## config.mk

```make
export PLATFORM = sky130hd
export DESIGN_NAME = i2c_slave
export DESIGN_NICKNAME = d
export VERILOG_FILES = /design/src/rtl/i2c_slave.sv
export SDC_FILE = /design/constraint.sdc
export NUM_CORES = 1
export LEC_CHECK = 0
export CAP_MARGIN = 40
export CORE_ASPECT_RATIO = 1.5
export CORE_MARGIN = 4
export CORE_UTILIZATION = 47
export CTS_CLUSTER_SIZE = 40
export DETAILED_ROUTE_END_ITERATION = 12
export SYNTH_ARGS = -nofsm -noshare
export SYNTH_HDL_FRONTEND = slang
export SYNTH_SLANG_ARGS = --single-unit
export TNS_END_PERCENT = 1
```

## constraint.sdc

```tcl
create_clock -name clk -period 4.28 [get_ports clk]
set_input_delay 0.856 -clock clk [delete_from_list [all_inputs] [get_ports clk]]
set_output_delay 0.856 -clock clk [all_outputs]
set_load 0.02 [all_outputs]
```

## src/rtl/i2c_slave.sv

```systemverilog
`timescale 1ns/1ps
// i2c_slave: I2C target with a small register file.
//   Write: S, addr+W, reg index, data..., P   (index auto-increments)
//   Read : S, addr+R, data..., P               (starts at current pointer)
// Ports:
//   clk        system clock (>= 8x SCL)
//   rst        synchronous active-low reset
//   scl_in     bus clock, asynchronous
//   sda_in     bus data, asynchronous
//   sda_oe     1 = pull SDA low, 0 = release
//   busy       address-matched transfer in progress
//   wr_strobe  one-clk pulse per byte written into the register file
//   wr_addr    register index of that write
//   wr_data    byte written
module i2c_slave #(
    parameter logic [6:0] SLAVE_ADDR = 7'h42,
    parameter int          NREG       = 16
) (
    input  logic       clk,
    input  logic       rst,
    input  logic       scl_in,
    input  logic       sda_in,
    output logic       sda_oe,
    output logic       busy,
    output logic       wr_strobe,
    output logic [3:0] wr_addr,
    output logic [7:0] wr_data
);

    localparam logic [3:0] IDLE      = 4'd0;
    localparam logic [3:0] ADDR      = 4'd1;
    localparam logic [3:0] ADDR_ACK  = 4'd2;
    localparam logic [3:0] REG       = 4'd3;
    localparam logic [3:0] REG_ACK   = 4'd4;
    localparam logic [3:0] WDATA     = 4'd5;
    localparam logic [3:0] WDATA_ACK = 4'd6;
    localparam logic [3:0] RDATA     = 4'd7;
    localparam logic [3:0] RDATA_ACK = 4'd8;

    // [0],[1] synchronize; [2] is the previous synchronized value for edges
    logic [2:0] scl_s, sda_s;
    logic [3:0] state;
    logic [2:0] cnt;
    logic [6:0] sh;       // first 7 bits received, or remaining read bits
    logic [3:0] ptr;
    logic       rw;
    logic       phase;    // in *_ACK states: the 9th SCL rise has been seen
    logic [7:0] regfile [NREG];

    logic scl_rise, scl_fall, start_det, stop_det;
    logic [7:0] sh_nx;

    assign scl_rise  =  scl_s[1] & ~scl_s[2];
    assign scl_fall  = ~scl_s[1] &  scl_s[2];
    assign start_det =  scl_s[1] & ~sda_s[1] &  sda_s[2];
    assign stop_det  =  scl_s[1] &  sda_s[1] & ~sda_s[2];
    assign sh_nx     = {sh, sda_s[1]};

    always_ff @(posedge clk) begin
        if (!rst) begin
            scl_s     <= '1;
            sda_s     <= '1;
            state     <= IDLE;
            cnt       <= '0;
            sh        <= '0;
            ptr       <= '0;
            rw        <= 1'b0;
            phase     <= 1'b0;
            sda_oe    <= 1'b0;
            busy      <= 1'b0;
            wr_strobe <= 1'b0;
            wr_addr   <= '0;
            wr_data   <= '0;
            for (int i = 0; i < NREG; i++) regfile[i] <= '0;
        end else begin
            scl_s     <= {scl_s[1:0], scl_in};
            sda_s     <= {sda_s[1:0], sda_in};
            wr_strobe <= 1'b0;
            // bus conditions win over any SCL edge seen in the same clk
            if (start_det) begin
                state  <= ADDR;
                cnt    <= '0;
                sda_oe <= 1'b0;
            end else if (stop_det) begin
                state  <= IDLE;
                sda_oe <= 1'b0;
                busy   <= 1'b0;
            end else begin
                case (state)
                    ADDR, REG, WDATA: begin
                        if (scl_rise) begin
                            sh  <= sh_nx[6:0];
                            cnt <= cnt + 3'd1;
                            if (cnt == 3'd7) begin
                                phase <= 1'b0;
                                if (state == ADDR) begin
                                    if (sh == SLAVE_ADDR) begin
                                        state <= ADDR_ACK;
                                        rw    <= sda_s[1];
                                        busy  <= 1'b1;
                                    end else begin
                                        state <= IDLE;
                                        busy  <= 1'b0;
                                    end
                                end else if (state == REG) begin
                                    ptr   <= sh_nx[3:0];
                                    state <= REG_ACK;
                                end else begin
                                    regfile[ptr] <= sh_nx;
                                    wr_strobe    <= 1'b1;
                                    wr_addr      <= ptr;
                                    wr_data      <= sh_nx;
                                    state        <= WDATA_ACK;
                                end
                            end
                        end
                    end
                    ADDR_ACK, REG_ACK, WDATA_ACK: begin
                        if (scl_rise) begin
                            phase <= 1'b1;
                        end else if (scl_fall) begin
                            if (!phase) begin
                                sda_oe <= 1'b1;
                            end else begin
                                phase  <= 1'b0;
                                cnt    <= '0;
                                sda_oe <= 1'b0;
                                if (state == ADDR_ACK && rw) begin
                                    // ACK release and first read bit share this edge
                                    state  <= RDATA;
                                    sh     <= regfile[ptr][6:0];
                                    sda_oe <= ~regfile[ptr][7];
                                end else if (state == ADDR_ACK) begin
                                    state <= REG;
                                end else begin
                                    state <= WDATA;
                                    if (state == WDATA_ACK) ptr <= ptr + 4'd1;
                                end
                            end
                        end
                    end
                    RDATA: begin
                        if (scl_rise) begin
                            cnt <= cnt + 3'd1;
                            if (cnt == 3'd7) begin
                                state <= RDATA_ACK;
                                phase <= 1'b0;
                            end
                        end else if (scl_fall) begin
                            sda_oe <= ~sh[6];
                            sh     <= {sh[5:0], 1'b0};
                        end
                    end
                    RDATA_ACK: begin
                        if (scl_rise) begin
                            phase <= 1'b1;
                            ptr   <= ptr + 4'd1;
                            if (sda_s[1]) begin
                                state <= IDLE;
                                busy  <= 1'b0;
                            end
                        end else if (scl_fall) begin
                            if (!phase) begin
                                sda_oe <= 1'b0;
                            end else begin
                                state  <= RDATA;
                                cnt    <= '0;
                                phase  <= 1'b0;
                                sh     <= regfile[ptr][6:0];
                                sda_oe <= ~regfile[ptr][7];
                            end
                        end
                    end
                    default: ;
                endcase
            end
        end
    end

endmodule
```

==> impl_metrics.tcl <==
set metrics [dict create \
    adder_and_majority_cell_fraction_of_the_synthesized_area_pct 1.183 \
    crit_required_ns 4.37 \
    internal_power_uw 2723 \
    chipWidth_um 117.6 \
    cts_hold_buf 0 \
    placed_cells 921 \
    antenna_violations_before_repair 0 \
    cp-start-kind "flop" \
    antenna_cells 0 \
    total_negative_setup_slack_ns 0 \
    mean_routed_wirelength_per_cell_um 23.30 \
    critical_path.slowest_cell "dfxtp_1" \
    total_net_switching_power_uw 858.6 \
    class_of_the_most_critical_hold_timing_path "reg -> reg" \
    pin_count_of_the_biggest_net_entering_global_routing 29 \
    fin_worst_skew_ns 0.01000 \
    num_rows 59 \
    crit_family "simple AND/OR/NAND/NOR gates" \
    hold_viol_final 0 \
    grtUsageTotal_pct 22.83 \
    placement.cell_area_um2 8871 \
    synthesis.nets 730 \
    rsz0062_at_grt "no" \
    setup_viol 0 \
    crit-reg2reg-capture "regfile[3][7]" \
    synth_area_per_cell_um2 11.79 \
    hold-path-cell-count 1 \
    drt_wl_total_mm 22.20 \
    muxShareOfSynthArea_pct 9.713 \
    post-dp-hpwl_mm 15.80 \
    utilization_pct 54.07 \
    drc_errors 0 \
    cts.repair.resized 0 \
    reg2reg_from "state[2]" \
    cap_viol_max_count 0 \
    timing_max_transition_violations_final 0 \
    post_cts_buffers 0 \
    synth-seq-area-share_pct 56.06 \
    synth_top_family_by_area "simple AND/OR/NAND/NOR gates" \
    placeableCoreArea_um2 17500 \
    power.combinational.fraction_pct 4.0 \
    layout.cell_area.non_filler_um2 9459 \
    wire_length_of_the_first_global_routing_pass_mm 34.87 \
    synth-xor-area-share_pct 0.1035 \
    drt_first_iter_violations 512 \
    synthesis.area_um2 8463 \
    via_density_per_instance 5.985 \
    timing.critical_path.buf_inv 1 \
    clk_pin_slew_ns 0.07 \
    cts_tree "built" \
    port_buffers 18 \
    power-per-cell-area_nw_per_um2 378.6 \
    yosys_warnings 0 \
    worstRegToRegCells 5 \
    layout.cells.non_filler 953 \
    synth_cells 718 \
    detail-route-antenna-nets 0 \
    globalplace.congestion 0.9084 \
    ioPinCount 19 \
    clock-sinks 173 \
    first_global_vias 5757 \
    power.clock.fraction_pct 42.8 \
    ys_ff_latch 173 \
    initial_core_utilization_pct 48.37 \
    outcome "completed" \
    whs_ns 0.4215 \
    die_h_um 172.3 \
    p_leak_uw 0.003201 \
    cp-end-kind "flop" \
    synth_top_cell_area_share_pct 45.42 \
    post_route_cells_drive_above_1_share_pct 10.00 \
    cp_data_arrival_time_ns 3.37 \
    floorplan.die_area_um2 20260 \
    post_synth_edffs 128 \
    synthToLayoutAreaGrowth_pct 11.77 \
    worst_skew_pair.late_latency_ns 0.43 \
    r2r_setup_slack_ns 1.00 \
    routed-via-count 5704 \
    worst_path_largest_cell_delay_ns 0.82 \
    worst_slew_pin_slew_ns 0.9089 \
    grt_overflow 0 \
    timing.final.crit_share_pct 76.56 \
    synth_top_area_cell "edfxtp_1" \
    dominantRegCellSynth "edfxtp_1" \
    max-clock-path-buffers 2 \
    number_of_stages_on_the_worst_setup_path 5 \
    power.switching_fraction_pct 23.97 \
    cell_chain_of_the_critical_path "inv_1 > a211oi_2 > nor3b_1 > nor2b_1 > nand2b_1" \
    maximum_clock_frequency_ghz 0.3052 \
    htreeDepth 4 \
    synth_simple_gate_area_share_pct 18.23 \
    power.ir.vdd_worst_mv 0.2082 \
    numCtsBuffers 17 \
    drt_pass1_iterations 5 \
    pwr-share-seq_pct 53.2 \
    timing.slew.headroom_pct 39.32 \
    critical_path_class "reg -> reg" \
    worstHoldStart "sda_s[0]" \
    cp_max_fo 22 \
    fin_nets 739 \
    clockRootBuffer "clkbuf_16" \
    synth_compound_gate_area_share_pct 11.40 \
    synth.distinct_cells 68 \
    synthArstFlopShare_pct 0 \
    synth_top_cells_by_area "edfxtp_1, dfxtp_1, and2_1, mux2i_1, a22oi_1" \
    finalCriticalPeriod_ns 3.277 \
    min_delay_worst_endpoint "sda_s[1]" \
]
[stage by stage]
step	setup WS (ns)	power (µW)
floorplan	1.853	2007
global placement	1.115	2078
detailed placement	0.9714	2085
CTS	1.077	3610
global route	0.7565	3702
finish	1.003	3581
[worst register-to-register path: stages, from the launching register on]
cell and delay [ns]:
dfxtp_1 0.82, inv_1 0.20, a211oi_2 0.43, nor3b_1 0.56
nor2b_1 0.49, nand2b_1 0.43
[synthesized netlist by cell type (2+ instances only)]
| library cell | n |
|---|---|
| o21ai_1 | 2 |
| nand3_1 | 5 |
| o31ai_1 | 4 |
| nand2_1 | 27 |
| or3b_1 | 3 |
| and2_1 | 136 |
| buf_2 | 14 |
| a32o_1 | 3 |
| or2_2 | 2 |
| clkbuf_1 | 30 |
| a221o_1 | 2 |
| nor2b_1 | 15 |
| a31oi_1 | 7 |
| o21ai_0 | 22 |
| a22o_1 | 4 |
| nand2b_1 | 12 |
| nor3_1 | 4 |
| a22oi_1 | 26 |
| buf_4 | 4 |
| ha_1 | 8 |
| o22ai_1 | 6 |
| nor2_1 | 34 |
| a211oi_1 | 6 |
| a221oi_1 | 6 |
| nor3b_1 | 3 |
| inv_1 | 12 |
| dfxtp_1 | 45 |
| o21bai_1 | 2 |
| a32oi_1 | 3 |
| and3_1 | 7 |
| mux4_2 | 4 |
| buf_1 | 3 |
| mux2i_1 | 72 |
| a211oi_2 | 3 |
| edfxtp_1 | 128 |
| or4_1 | 2 |
| nand4_1 | 4 |
| nand3b_1 | 5 |
| o221ai_1 | 2 |
| a21o_1 | 2 |
| a21oi_1 | 12 |
[kinds of logic after synthesis]
family,count (synthesis)
buffers and inverters,64
XOR/XNOR,1
multiplexers,77
AND/OR/NAND/NOR,267
adder cells (fa/ha/maj),8
flip-flops,173
AO/OA/AOI/OAI,128
[how the worst max path moves through the flow]
stage	from	endpoint	slack [ns]
finish	state[2]	regfile[3][7]	1.00
global route	state[2]	regfile[3][7]	0.76
CTS	state[2]	regfile[3][7]	1.08
detailed placement	rst	regfile[3][1]	0.97
global placement	rst	regfile[3][7]	1.12
floorplan	rst	regfile[12][0]	1.85
[cells in the final DEF, fill, tap and decap left out, drive strengths merged, types with 5 or more instances in the layout]
master | netlist | final
and3 | 7 | 7
nand3b | 5 | 5
nand3 | 5 | 5
a31oi | 7 | 7
o22ai | 6 | 6
a21oi | 14 | 14
nand2b | 12 | 12
mux2i | 72 | 72
a221oi | 6 | 6
nor2b | 15 | 15
inv | 12 | 21
clkdlybuf4s50 | 0 | 18
a211oi | 10 | 10
and2 | 136 | 136
nand2 | 27 | 27
ha | 8 | 8
clkbuf | 30 | 18
clkinv | 0 | 5
nor2 | 34 | 34
a22oi | 26 | 26
o21ai | 24 | 24
dfxtp | 45 | 45
buf | 22 | 24
edfxtp | 128 | 128
[sequential cells by signal, indices dropped and copies added, names as in the netlist, 3 cells and up, named ones only]
signal	count
scl_s	3
sda_s	3
state	4
sh	7
wr_addr	4
regfile	128
cnt	3
wr_data	8
ptr	4
[per-layer routing]
| metal | share of wire [%] | track usage (%) | wire length (µm) | vias to the layer above |
|---|---|---|---|---|
| met5 | 0 | 0 | 0 | - |
| met3 | 4.5 | 3.992 | 1008 | 53 |
| met4 | 2.9 | 8.673 | 652 | 0 |
| met1 | 40 | 27.13 | 8779 | 2803 |
| li1 | - | - | - | 2642 |
| met2 | 53 | 41.64 | 11760 | 206 |
[cell type report]
type | instances | area [µm²]
Multi-Input combinational cell | 481 | 3438
Sequential cell | 173 | 4746
Fill cell | 1509 | 8036
Clock inverter | 14 | 137.6
Tap cell | 213 | 266.5
Inverter | 12 | 45.04
Timing Repair Buffer | 42 | 375.4
Clock buffer | 18 | 450.4
[power by group through the flow]
stage	logic, µW	registers (µW)	clock network (µW)
final	144	1900	1530
after global routing	156	1910	1640
after CTS	144	1900	1560
after detailed placement	144	1940	0
after global placement	135	1940	0
after floorplan	95.6	1910	0
Note: power is estimated with default switching activity, not from simulation.
